==> src/rtl/uart_tx_arbiter.sv <==
// ============================================================================
// Module  : uart_tx_arbiter
// Brief   : Round-robin arbiter sharing one UART transmitter among NREQ byte
//           sources; tracks tre through a full character, then acks the winner.
// Revision: 1.0  initial release
// ============================================================================
`default_nettype none

module uart_tx_arbiter #(
  parameter int NREQ    = 4,
  parameter int BUSY_TO = 16
) (
  input  logic              sys_clk,
  input  logic              sys_rst_l,
  input  logic              baud_clk_posedge,
  input  logic [NREQ-1:0]   req_i,
  input  logic [NREQ*8-1:0] data_i,
  output logic [NREQ-1:0]   ack_o,
  output logic [NREQ-1:0]   grant_o,
  output logic              uart_wen_o,
  output logic [7:0]        uart_data_o,
  input  logic              uart_tre_i,
  output logic              busy_o,
  output logic              err_o
);

  localparam int                 c_PTR_W  = $clog2(NREQ);
  localparam int                 c_CNT_W  = $clog2(BUSY_TO + 1);
  localparam logic [c_PTR_W:0]   c_NREQ_V = (c_PTR_W + 1)'(NREQ);
  localparam logic [c_PTR_W-1:0] c_LAST   = c_PTR_W'(NREQ - 1);

  typedef enum logic [1:0] {
    S_IDLE  = 2'd0,
    S_LOAD  = 2'd1,
    S_WBUSY = 2'd2,
    S_WDONE = 2'd3
  } state_t;

  state_t               r_state;
  logic [c_PTR_W-1:0]   r_rr;
  logic [c_PTR_W-1:0]   r_gidx;
  logic [c_CNT_W-1:0]   r_cnt;

  logic [NREQ-1:0]      w_rot;
  logic                 w_found;
  logic [c_PTR_W-1:0]   w_off;
  logic [c_PTR_W:0]     w_sum;
  logic [c_PTR_W-1:0]   w_win;
  logic [NREQ-1:0]      w_onehot;
  logic [7:0]           w_data;
  logic [c_PTR_W-1:0]   w_next_rr;

  // Rotate requests so bit 0 is the rr pointer; the first set bit is the winner.
  always_comb begin
    w_rot   = NREQ'({req_i, req_i} >> r_rr);
    w_found = 1'b0;
    w_off   = '0;
    for (int k = 0; k < NREQ; k++) begin
      if (!w_found && w_rot[k]) begin
        w_found = 1'b1;
        w_off   = c_PTR_W'(k);
      end
    end
    w_sum = {1'b0, r_rr} + {1'b0, w_off};
    if (w_sum >= c_NREQ_V) begin
      w_sum = w_sum - c_NREQ_V;
    end
    w_win = w_sum[c_PTR_W-1:0];
  end

  always_comb begin
    w_onehot = '0;
    w_data   = 8'h00;
    for (int k = 0; k < NREQ; k++) begin
      if (w_win == c_PTR_W'(k)) begin
        w_onehot[k] = 1'b1;
        w_data      = data_i[k*8 +: 8];
      end
    end
  end

  assign w_next_rr = (r_gidx == c_LAST) ? '0 : r_gidx + c_PTR_W'(1);

  always_ff @(posedge sys_clk or negedge sys_rst_l) begin
    if (!sys_rst_l) begin
      r_state     <= S_IDLE;
      r_rr        <= '0;
      r_gidx      <= '0;
      r_cnt       <= '0;
      ack_o       <= '0;
      grant_o     <= '0;
      uart_wen_o  <= 1'b0;
      uart_data_o <= 8'h00;
      busy_o      <= 1'b0;
      err_o       <= 1'b0;
    end else begin
      ack_o <= '0;
      err_o <= 1'b0;
      case (r_state)
        S_IDLE: begin
          // Requests seen during the ack cycle are stale: the source has not
          // yet had a chance to drop or refresh them.
          if (w_found && uart_tre_i && (ack_o == '0)) begin
            uart_data_o <= w_data;
            grant_o     <= w_onehot;
            r_gidx      <= w_win;
            uart_wen_o  <= 1'b1;
            busy_o      <= 1'b1;
            r_state     <= S_LOAD;
          end
        end
        S_LOAD: begin
          if (baud_clk_posedge) begin
            uart_wen_o <= 1'b0;
            r_cnt      <= '0;
            r_state    <= S_WBUSY;
          end
        end
        S_WBUSY: begin
          if (!uart_tre_i) begin
            r_state <= S_WDONE;
          end else if (baud_clk_posedge) begin
            if (r_cnt == c_CNT_W'(BUSY_TO - 1)) begin
              err_o   <= 1'b1;
              grant_o <= '0;
              busy_o  <= 1'b0;
              r_state <= S_IDLE;
            end else begin
              r_cnt <= r_cnt + c_CNT_W'(1);
            end
          end
        end
        S_WDONE: begin
          if (uart_tre_i) begin
            ack_o   <= grant_o;
            r_rr    <= w_next_rr;
            grant_o <= '0;
            busy_o  <= 1'b0;
            r_state <= S_IDLE;
          end
        end
        default: r_state <= S_IDLE;
      endcase
    end
  end

endmodule

`default_nettype wire

==> config.mk <==
export PLATFORM = sky130hd
export DESIGN_NAME = uart_tx_arbiter
export DESIGN_NICKNAME = d
export VERILOG_FILES = /design/src/rtl/uart_tx_arbiter.sv
export SDC_FILE = /design/constraint.sdc
export NUM_CORES = 1
export LEC_CHECK = 0
export CORE_UTILIZATION = 45
export DETAILED_ROUTE_END_ITERATION = 6
export PLACE_DENSITY_LB_ADDON = 0.08
export SLEW_MARGIN = 30
export SYNTH_ARGS = -nofsm -noshare
export SYNTH_HDL_FRONTEND = slang
export SYNTH_SLANG_ARGS = --single-unit
==> constraint.sdc <==
create_clock -name sys_clk -period 3.4 [get_ports sys_clk]
set_input_delay 0.68 -clock sys_clk [delete_from_list [all_inputs] [get_ports sys_clk]]
set_output_delay 0.68 -clock sys_clk [all_outputs]
set_load 0.02 [all_outputs]
==> results.md <==
* Post-Syn Nets at about 190
* Worst Reg2Reg Path Length in Cells at 10
* RSZ-0062 raised after global routing: no
* Power Total at approximately 1.9 mW
* Final core utilization at 0.6897
* Final Hold Viols at 0
* Clock Path Buffers at 2
* Worst vdd ir at about 0.41 mV
* YS warnings at 0
* Max H-tree Level at 2
* Num CTS Buffers at 5
* Seq/Total Area, Yosys at 0.4549
* Finish-stage setup viols at 0
* Pre-Repair DR Iteration Count at 4
* Multi-input gate area at about 850 sq um
* Hold_ws at approximately 0.49 ns
* Syn Area/Cell at ~12 sq um
* Die area at approximately 3900 sq um
* Hold_buf cts at 0
* Status: finished, final reports clean
* Arr. time, crit path at 3.29 ns
* Largest net degree at the start of global routing at 31
* CP startpoint: req_i[1]
* Count of cell types in the netlist at 38
* R2R Setup Slk at around 0.63 ns
* Post-synth EDFFs at 0
* Die Wd at 62.56 microns
* DP Wirelength at between 2000 and 3000 microns
* WL/cell at roughly 14 microns
* CP required at between 3 and 4 ns
* First-pass GRT wire length at approximately 6100 microns
* Most common cell after layout, fill and taps aside: clkdlybuf4s50_1
* Clk sinks at 30
* Vias in the first global route at approximately 1400
* Core box area at roughly 3400 sq um
* Area grow syn2layout at 42.76%
* Input/output buffers at 58
* Fin cells at 250
* Synthesized area at around 1700 sq um
* Reg clk slew, reported paths at ~0.090 ns
* Static Leak at approximately 1.0 nW
* Worst Skew at 0.01028 ns
* Final instance area at roughly 2400 sq um
* GRT Overall Usage at 0.2055
* Worst setup margin at around 0.32 ns
* Fin Setup TNS at 0 ns
* Initial antenna violation count at 0
* Fill cell count at around 270
* Final period util at 0.9050
* Worst slack, placed at -0.007472 ns
* Diodes inserted at 0
* Crit path largest cell delay at 0.54 ns
* Nets@finish at about 250
* Layout cells sized above 1 at 0.1422
* Worst skew pair latency at 0.32 ns
* Drt total wl at between 3000 and 4000 microns
* Post-Syn Instances at about 140
* Relative slew slack at 0.5573
* Reg area at around 750 sq um
* Highest Clock Rate at roughly 0.32 GHz
* CTS root buffer: clkbuf_4
* Largest fanout on the critical path at 13
* Most frequent cells in the layout: clkdlybuf4s50_1, dfrtp_1, nand2_1, mux2_2, nor2_1
* Crit path cell chain: clkdlybuf4s50_1, nand2b_1, o22ai_1, o21ai_0, o221ai_1, ha_1, xnor2_1, xnor2_2, mux4_1, mux2_2
* Asr flop ratio synth at 1.000
* Kind of critical path: in -> reg
* Post-CTS setup buffers at 0
* Vias per cell at 5.252
* P per Cell Area at 793.3 nW/um^2
* Worst hold path type: reg -> reg
* Final GP Congestion at a little over 0.7
* DRC at 0
* Placed Cells at between 200 and 250
* Post-cts sizing count at 0
* Total congestion overflow at 0
* I/O pin total at 59
* Reg-to-reg endpoint: uart_data_o[2]
* Post-synthesis register bit count at 30
* Cell Area, Placed at ~2300 sq um
* Ys flop type: dfrtp_1
* TritonCTS clock tree: built
* Setup crit end: uart_data_o[2]
* FF-to-FF Start: r_rr[0]
* Antenna viol nets, final at 0
* Via Count at ~1300
* Startpoint types: primary input
* Starting DRT DRC Count at 83
* Max Cap Viol at 0
* Slew @ Worst Pin at between 0.6 and 0.7 ns
* Worst path slowest cell: xnor2_2
* Die height at ~63 microns
* Final critical-path required period at between 3 and 4 ns
* Initial cell density of the core at 0.4832
* Final slew viol count at 0
* Floorplan row count at 21
* CP endpoint kind: flop
## where the power goes
group	internal [mW]	switching (mW)	leakage, nW
registers	0.488	0.113	0.381
clock network	0.0778	0.113	0.0254
logic	0.615	0.462	0.595
## state kept, by name (all words and copies together) (netlist names)
signal	cells
r_cnt	5
r_gidx	2
grant_o	4
r_rr	2
uart_data_o	8
uart_wen_o	1
ack_o	4
r_state	2
busy_o	1
err_o	1
## final cells by class
| type | count | area share |
|---|---|---|
| clock buffer | 7 | 0.01912 |
| inverter | 3 | 0.004780 |
| multi-input combinational | 100 | 0.3622 |
| sequential | 30 | 0.3186 |
| tap | 46 | 0.02443 |
| timing repair buffer | 64 | 0.2708 |
## critical path, delay by kind of cell
family / cells / cell delay [ns]
adder cells (fa/ha/maj): 1 / 0.22
AO/OA/AOI/OAI: 3 / 0.37
buffers and inverters: 1 / 0.53
XOR/XNOR: 2 / 0.69
AND/OR/NAND/NOR: 1 / 0.13
multiplexers: 2 / 0.66
## layer usage
layer | routed length (microns) | GRT usage | vias up | share of wire
met5 | 0 | 0 | - | 0
met4 | 76 | 0.09302 | 0 | 0.022
met3 | 195 | 0.05839 | 9 | 0.057
met2 | 1684 | 0.3234 | 48 | 0.49
met1 | 1469 | 0.2619 | 619 | 0.43
li1 | - | - | 637 | -
## Yosys cell counts, drive strengths merged, types with 2 or more instances
master / instances / area share
mux2: 12 / 0.084
nor2b: 4 / 0.015
clkbuf: 5 / 0.011
nand2: 16 / 0.036
buf: 3 / 0.013
nand3b: 2 / 0.0091
inv: 3 / 0.0068
mux4: 8 / 0.13
and3: 2 / 0.0076
nor4: 2 / 0.0076
nor2: 9 / 0.020
dfrtp: 30 / 0.45
a21o: 2 / 0.0091
o22ai: 4 / 0.019
a21oi: 2 / 0.0061
ha: 4 / 0.030
and2: 5 / 0.019
nand2b: 3 / 0.011
nor3: 2 / 0.0061
xor2: 2 / 0.011
xnor2: 2 / 0.015
or2: 2 / 0.0076
o21ai: 6 / 0.018
mux2i: 2 / 0.012
nand3: 2 / 0.0061
## logic make-up (layout without fill, tap and decap cells)
group / after synthesis / in the layout / synth area share
simple gates: 51 / 51 / 0.1547
flops: 30 / 30 / 0.4549
mux: 22 / 22 / 0.2214
compound gates: 19 / 19 / 0.08189
buf+inv: 11 / 74 / 0.03108
fa+ha+maj: 4 / 4 / 0.03033
xor+xnor: 4 / 4 / 0.02578
## worst min-delay path by stage
stage / cells after the start / slack, ns / startpoint / end
6_report: 1 / 0.49 / uart_wen_o / uart_wen_o
4_1_cts: 1 / 0.49 / uart_wen_o / uart_wen_o
3_5_place_dp: 1 / 0.47 / busy_o / busy_o
3_3_place_gp: 1 / 0.47 / uart_wen_o / uart_wen_o
2_1_floorplan: 0 / 0.38 / sys_rst_l / ack_o[0]
5_1_grt: 1 / 0.51 / uart_wen_o / uart_wen_o
Note: power is estimated with default switching activity, not from simulation.
